[src/rtl/psmac_pkg.sv]
// Shared constants for the bit-serial multiply-accumulate block.
package psmac_pkg;

  localparam int unsigned W_DEF  = 4;
  localparam int unsigned AW_DEF = 12;

  // Sequencer state encodings
  localparam logic [1:0] ST_IDLE = 2'd0;
  localparam logic [1:0] ST_MUL  = 2'd1;
  localparam logic [1:0] ST_ACC  = 2'd2;
  localparam logic [1:0] ST_DONE = 2'd3;

endpackage

[src/rtl/psmac_seq_fa_cell.sv]
// 1-bit full adder assembled from two half-adder cells.

module ha_cell (
  input  logic i_a,
  input  logic i_b,
  output logic o_s,
  output logic o_c
);

  assign o_s = i_a ^ i_b;
  assign o_c = i_a & i_b;

endmodule

module fa_cell (
  input  logic i_a,
  input  logic i_b,
  input  logic i_c,
  output logic o_s,
  output logic o_c
);

  logic w_s0;
  logic w_c0;
  logic w_c1;

  ha_cell u_ha0 (
    .i_a (i_a),
    .i_b (i_b),
    .o_s (w_s0),
    .o_c (w_c0)
  );

  ha_cell u_ha1 (
    .i_a (w_s0),
    .i_b (i_c),
    .o_s (o_s),
    .o_c (w_c1)
  );

  assign o_c = w_c0 | w_c1;

endmodule

[src/rtl/psmac_seq.sv]
// Bit-serial multiply-accumulate: acc <= (acc + a*b) mod 2^AW through a
// single shared full-adder cell. AW must be at least 2*W.

module psmac_seq
  import psmac_pkg::*;
#(
  parameter int unsigned W  = W_DEF,
  parameter int unsigned AW = AW_DEF
) (
  input  logic          clk,
  input  logic          rst,
  input  logic          start,
  input  logic          clr,
  input  logic [W-1:0]  a,
  input  logic [W-1:0]  b,
  output logic          ready,
  output logic          done,
  output logic [AW-1:0] acc,
  output logic          ovf
);

  localparam int unsigned BIT_W  = $clog2(AW);
  localparam int unsigned PASS_W = (W > 1) ? $clog2(W) : 1;

  localparam logic [BIT_W-1:0]  BIT_LAST_MUL = BIT_W'(2 * W - 1);
  localparam logic [BIT_W-1:0]  BIT_LAST_ACC = BIT_W'(AW - 1);
  localparam logic [PASS_W-1:0] PASS_LAST    = PASS_W'(W - 1);

  logic [1:0]        r_state;
  logic [W-1:0]      r_a;
  logic [W-1:0]      r_b;
  logic [AW-1:0]     r_pp;
  logic [AW-1:0]     r_sum;
  logic [AW-1:0]     r_acc;
  logic              r_ovf;
  logic              r_carry;
  logic              r_fin;
  logic [BIT_W-1:0]  r_bit;
  logic [PASS_W-1:0] r_pass;

  logic [AW-1:0]     w_mul_addend;
  logic              w_fa_x;
  logic              w_fa_y;
  logic              w_fa_s;
  logic              w_fa_c;

  // Shifted multiplicand for the current pass, gated by the multiplier bit
  always_comb begin
    w_mul_addend = '0;
    if (r_b[r_pass]) begin
      w_mul_addend = {{(AW - W){1'b0}}, r_a} << r_pass;
    end
  end

  // Operand routing into the shared full adder
  always_comb begin
    w_fa_x = 1'b0;
    w_fa_y = 1'b0;
    case (r_state)
      ST_MUL: begin
        w_fa_x = r_pp[r_bit];
        w_fa_y = w_mul_addend[r_bit];
      end
      ST_ACC: begin
        w_fa_x = r_acc[r_bit];
        w_fa_y = r_pp[r_bit];
      end
      default: begin
        w_fa_x = 1'b0;
        w_fa_y = 1'b0;
      end
    endcase
  end

  fa_cell u_fa (
    .i_a (w_fa_x),
    .i_b (w_fa_y),
    .i_c (r_carry),
    .o_s (w_fa_s),
    .o_c (w_fa_c)
  );

  // Sequencer and datapath registers.
  // The ACC sum lands in r_sum so acc stays stable while busy; one extra
  // cycle (r_fin) then commits r_sum and the final carry-out into acc/ovf.
  always_ff @(posedge clk) begin
    if (rst) begin
      r_state <= ST_IDLE;
      r_a     <= '0;
      r_b     <= '0;
      r_pp    <= '0;
      r_sum   <= '0;
      r_acc   <= '0;
      r_ovf   <= 1'b0;
      r_carry <= 1'b0;
      r_fin   <= 1'b0;
      r_bit   <= '0;
      r_pass  <= '0;
    end else begin
      case (r_state)
        ST_IDLE: begin
          if (clr) begin
            r_acc <= '0;
            r_ovf <= 1'b0;
          end
          if (start) begin
            r_a     <= a;
            r_b     <= b;
            r_pp    <= '0;
            r_carry <= 1'b0;
            r_fin   <= 1'b0;
            r_bit   <= '0;
            r_pass  <= '0;
            r_state <= ST_MUL;
          end
        end
        ST_MUL: begin
          r_pp[r_bit] <= w_fa_s;
          if (r_bit == BIT_LAST_MUL) begin
            r_bit   <= '0;
            r_carry <= 1'b0;
            if (r_pass == PASS_LAST) begin
              r_pass  <= '0;
              r_state <= ST_ACC;
            end else begin
              r_pass <= r_pass + PASS_W'(1);
            end
          end else begin
            r_bit   <= r_bit + BIT_W'(1);
            r_carry <= w_fa_c;
          end
        end
        ST_ACC: begin
          if (r_fin) begin
            r_acc   <= r_sum;
            r_ovf   <= r_ovf | r_carry;
            r_carry <= 1'b0;
            r_fin   <= 1'b0;
            r_state <= ST_DONE;
          end else begin
            r_sum[r_bit] <= w_fa_s;
            r_carry      <= w_fa_c;
            if (r_bit == BIT_LAST_ACC) begin
              r_bit <= '0;
              r_fin <= 1'b1;
            end else begin
              r_bit <= r_bit + BIT_W'(1);
            end
          end
        end
        ST_DONE: begin
          r_state <= ST_IDLE;
        end
        default: begin
          r_state <= ST_IDLE;
        end
      endcase
    end
  end

  assign ready = (r_state == ST_IDLE);
  assign done  = (r_state == ST_DONE);
  assign acc   = r_acc;
  assign ovf   = r_ovf;

endmodule

[config.mk]
export PLATFORM = sky130hd
export DESIGN_NAME = psmac_seq
export DESIGN_NICKNAME = d
export VERILOG_FILES = /design/src/rtl/psmac_pkg.sv /design/src/rtl/psmac_seq_fa_cell.sv /design/src/rtl/psmac_seq.sv
export SDC_FILE = /design/constraint.sdc
export NUM_CORES = 1
export LEC_CHECK = 0
export ABC_CLOCK_PERIOD_IN_PS = 3000
export CAP_MARGIN = 10
export CORE_ASPECT_RATIO = 1.1
export CORE_MARGIN = 4
export CORE_UTILIZATION = 35
export CTS_CLUSTER_DIAMETER = 50
export DETAILED_ROUTE_END_ITERATION = 12
export GPL_ROUTABILITY_DRIVEN = 0
export PLACE_DENSITY = 0.54
export REMOVE_ABC_BUFFERS = 1
export SYNTH_ARGS = -nofsm -noshare
export SYNTH_HDL_FRONTEND = slang
export SYNTH_SLANG_ARGS = --single-unit
[constraint.sdc]
create_clock -name clk -period 3 [get_ports clk]
set_clock_uncertainty 0.05 [all_clocks]
set_input_delay 0.3 -clock clk [delete_from_list [all_inputs] [get_ports clk]]
set_output_delay 0.3 -clock clk [all_outputs]
set_load 0.01 [all_outputs]
# Yosys cells after proc, flatten, opt, wreduce, memory -nomap -nowiden
# Index checks and enable logic that the tools add are counted.
# Widths: inputs -> output; s select.
[totals]
wordCells = 94
output_inout_bits = 15
input_bits = 12
latchBits = 0
ram_bits = 0
register_bits = 55
rom_bits = 0
n_memories = 0
[classes]
add_sub_neg = 2
n_div = 0
n_mux = 44
order_cmp = 3
n_eq_ne = 12
shifts = 1
n_mul = 0
n_reduce_logical = 14
bitwise_logic = 7
[op_table]
columns = ["operator", "count"]
rows = [
  ["$mux 12", 4],
  ["$pmux 12 s2", 2],
  ["$bwmux 12", 2],
  ["$mux 4", 4],
  ["$mux 2", 7],
  ["$bmux 1 s4", 3],
  ["$mux 1", 12],
  ["$ne 2x2->1 const B", 6],
  ["$pmux 4 s3", 1],
  ["$shl 4x2->12", 1],
  ["$reduce_and 2->1", 5],
  ["$reduce_and 3->1", 3],
  ["$pmux 1 s2", 4],
  ["$pmux 2 s4", 1],
  ["$eq 2x2->1 const B", 3],
  ["$lt 4x5->1 const B", 1],
  ["$add 4x1->4 const B", 1],
  ["$demux 1 s4", 1],
  ["$eq 4x3->1 const B", 1],
  ["$eq 4x4->1 const B", 1],
  ["$ge 4x1->1 const B", 1],
  ["$pmux 2 s2", 1],
  ["$reduce_and 4->1", 1],
  ["$reduce_bool 2->1", 2],
  ["12 further kinds", 15],
]

# Longest topological paths before layout
[depth]
ltp_word = 11
mapped_depth = 12
depth_no_buf = 11

# Modules after synthesis
# Synthesis repeated with hierarchy kept, for this count alone.
[unflattened]
cells_unflattened = 336
hier_area_um2 = 2886.5
[by_module_without_submodules]
columns = ["module", "seq_area_each_um2", "area_each_um2", "cells_each", "n_inst"]
rows = [
  ["psmac_seq", 1101.1, 2855.2, 333, 1],
  ["ha_cell", 0.0, 12.5, 1, 2],
  ["fa_cell", 0.0, 6.3, 1, 1],
]

# Least setup slack after synthesis
# Ideal clock, no wire load.
[synth_path]
path_kind = "reg2reg"
startpoint = "register r_bit[0]"
endpoint = "register r_pp[5]"
path_stages_with_launch = 12
path_slack_ns = 0.296
t_arrival_ns = 2.583
t_required_ns = 2.880
synth_period_minus_slack_ns = 2.704
path_cell_list = "dfxtp_1 -> buf_4 -> mux4_2 -> a22oi_1 -> nand2_1 -> nand3_1 -> o211ai_1 -> fa_1 -> nand2_1 -> nor2_1 -> nand3_1 -> a21oi_1"
[synth_via]
elab_chain_cells = 7
[synth_rtl]
columns = ["element", "line_no", "rtl"]
rows = [
  ["from (decl)", "psmac_seq.sv:38", "logic [BIT_W-1:0] r_bit;"],
  ["from (signal assigned)", "psmac_seq.sv:129", "r_bit <= r_bit + BIT_W'(1);"],
  ["from (signal assigned)", "psmac_seq.sv:147", "r_bit <= r_bit + BIT_W'(1);"],
  ["$bmux 1 s4 (on tied branches)", "-", ""],
  ["$mux 1 (on tied branches)", "-", ""],
  ["$pmux 1 s2", "psmac_seq.sv:59", "case (r_state)"],
  ["$xor 1x1->1 * (2 in series)", "psmac_seq_fa_cell.sv:10", "assign o_s = i_a ^ i_b;"],
  ["named net u_fa.o_s", "psmac_seq_fa_cell.sv:19", "output logic o_s,"],
  ["$bwmux 12 *", "psmac_seq.sv:118", "r_pp[r_bit] <= w_fa_s;"],
  ["$pmux 12 s2 *", "psmac_seq.sv:100", "case (r_state)"],
  ["to (signal, indexed assignment)", "psmac_seq.sv:118", ""],
  ["to (decl)", "psmac_seq.sv:32", "logic [AW-1:0] r_pp;"],
]
# Mark *: on every way through the listed nets, which the timed path passes. The rest lies on a longest branch. The select of a mux whose other input is x is not followed.
# A chain may end at the register's enable or synchronous reset.

# Final worst setup path
[layout_path]
startpoint = "register r_bit[1]"
endpoint = "register r_pp[9]"
# Same word-level chain as after synthesis.

==> run summary <==
status - finished, final reports clean
Total Wirelength - 7680 um
Data arrival, critical path - 2.92 ns
Seq pwr share - 38.1%
first-pass GRT wire length - 12800 um
ranking of synthesized cells by area - dfxtp_1 37%, a21oi_1 7.7%, nand2_1 7.5%, nand3_1 5.3%, mux4_2 4.6%
maximum vdd drop - 261 uV
Seq/Total Area, Yosys - 37.4%
asr flop ratio synth - 0%
hpwl dp - 5520 um
Tcrit/Tclk final - 92.2%
type of the worst min-delay path - reg -> reg
EDFF count, synth - 0
endpoints failing setup - 0
Synth area leader - dfxtp_1
Critical Path Max Stage Delay - 0.64 ns
Critical Path Sink Type - register
Core Area - 8040 sq um
Nets - 401
H-tree levels - 2
internal power - 1.25 mW
Avg Cell Area, Syn - 8.22 sq um
Yosys cell types - 52
top cells by count, synth - 59 x nand2_1, 55 x dfxtp_1, 45 x a21oi_1
NetSw - 846 uW
RSZ-0062 raised after global routing - false
startpoint types - register
power share of the combinational group - 42.1%
worst-path fanout max - 10
Storage cell area - 1100 sq um
Core Util, Final - 42.6%
die area - 9940 sq um
power share of the clock group - 19.8%
Routed Antenna Nets - 0
I/O Pins - 27
Fin. Hold Viols - 0
max-cap violation count - 0
relative slew slack - 54.4%
drt first pass iters - 4
Worst Tran Pin Value - 0.683 ns
initial core utilization - 36.6%
PortBufs - 26
GRT Resource Usage Total - 16.1%
footprint of the multi-input gates - 1670 sq um
sw frac - 40.4%
top-count cell post-synth - nand2_1
Die Y-Extent - 104 um
register bit total from synthesis - 55
Post-route DRC - 0
setup TNS - 0 ns
via count - 2607
post-route cell area - 3430 sq um
Clock Latency Late Sink - 0.31 ns
CTS tree - built
CTS root buf - clkbuf_8
CP Class - reg -> reg
Total Power - 2.09 mW
Placed Area - 3330 sq um
Cell Pwr Density - 611 nW/um^2
Antenna Cells - 0
post-DR wirelength/cell - 15.7 um
Num CTS Buffers - 5
Final min period - 2.77 ns
GRT overflow - 0
Yosys top cell area share - 37.4%
largest net degree at the start of global routing - 29
slowest cell on the critical path - dfxtp_1
Synth Warn # - 0
post-synthesis instance total - 358
num rows - 34
Die W - 95.4 um
clk sinks - 55
CTS clk-pin slew, worst paths - 0.10 ns
Final Slew Violations - 0
Via density - 5.34
mapped cell area - 2940 sq um
CTS Buffer Depth - 2
initial antenna violation count - 0
P_leak - 1.21 nW
critical path required time - 3.15 ns
Initial DRC Count - 168
Cell Chain, Critical Path - buf_4 -> nand3_1 -> or3_1 -> o31a_1 -> o211ai_1 -> fa_1 -> nand2_1 -> nor2_1 -> buf_4 -> a32oi_1 -> nor2_1
share of cells above drive strength 1 - 10.8%
fillcell total - 798
main flop type after synthesis - dfxtp_1
Layout Area Growth over Synthesis - 16.5%
vias in the first global route - 2512
fmax - 0.361 GHz
[flip-flops by register name, summed over array words and instances (netlist names)]
name and flops:
acc 12, r_pp 12, r_sum 12, r_a 4, r_b 4, r_bit 4
r_pass 2, r_state 2, ovf 1, r_carry 1, r_fin 1
[worst paths after layout]
kind / start / to / slack [ns] / cells past startpoint
max: r_bit[1] / r_pp[9] / 0.23 / 11
min: r_sum[4] / acc[4] / 0.41 / 2
max reg2reg: r_bit[1] / r_pp[9] / 0.23 / 11
min reg2reg: r_sum[4] / acc[4] / 0.41 / 2
[layout make-up]
| cell class | instances | area share (%) |
|---|---|---|
| Multi-Input combinational cell | 265 | 48.6 |
| Sequential cell | 55 | 32.2 |
| Timing Repair Buffer | 44 | 11.9 |
| Tap cell | 108 | 3.94 |
| Clock buffer | 7 | 2.23 |
| Inverter | 8 | 0.876 |
| Clock inverter | 1 | 0.255 |
[critical path, delay by kind of cell, from the launching register on]
family                     cells  cell delay [ns]
and+or+nand+nor                5             0.61
adders and majority gates      1             0.46
AOI/OAI and AO/OA              3             0.51
DFF                            1             0.64
buffers and inverters          2             0.39
[metal layers]
layer	track usage [%]	routed length [um]
met5	0	0
met2	27.0	3880
met3	2.17	230
met1	21.4	3480
met4	4.27	93
[cells by family after synthesis]
family          after synthesis  share of synthesized area (%)
compound gates               95                           20.2
xor+xnor                      1                          0.298
fa+ha+maj                    10                           4.51
buf+inv                      38                           6.12
flops                        55                           37.4
mux                          17                           8.38
simple gates                142                           23.1
[repair_timing]
item | 4_1_cts | 5_1_grt
setup endpoints to repair | 0 | 9
resized for setup | 0 | 3
buffers inserted | 0 | 0
hold buffers | 0 | 0
[stage by stage]
step	worst slack (ns)	hold slack, ns	instances
2_1_floorplan	-0.164	0.319	328
3_3_place_gp	0.251	0.390	480
3_5_place_dp	0.165	0.401	480
4_1_cts	0.131	0.412	488
5_1_grt	0.0269	0.429	488
6_report	0.233	0.410	488
[placed cells by master, fill, tap and decap left out, drive strengths merged, types with 2 or more instances in the layout]
cell type      instances
nand2                 59
dfxtp                 55
a21oi                 45
nand3                 31
nor2                  27
clkdlybuf4s50         26
buf                   18
o21ai                 16
mux2i                 10
ha                     9
inv                    9
a21boi                 8
a32oi                  7
clkbuf                 7
mux4                   6
a21o                   5
nor2b                  5
a211oi                 3
or3                    2
a22oi                  2
nor3b                  2
nand2b                 2
nand4                  2
or4b                   2
nand3b                 2
[power by group through the flow]
| stage | clock [mW] | sequential (mW) | combinational (mW) |
|---|---|---|---|
| finish | 0.415 | 0.797 | 0.882 |
| global route | 0.460 | 0.805 | 0.982 |
| CTS | 0.431 | 0.798 | 0.894 |
| detailed placement | 0 | 0.815 | 0.891 |
| global placement | 0 | 0.814 | 0.885 |
| floorplan | 0 | 0.818 | 0.554 |
(Power assumes the default switching activity.)
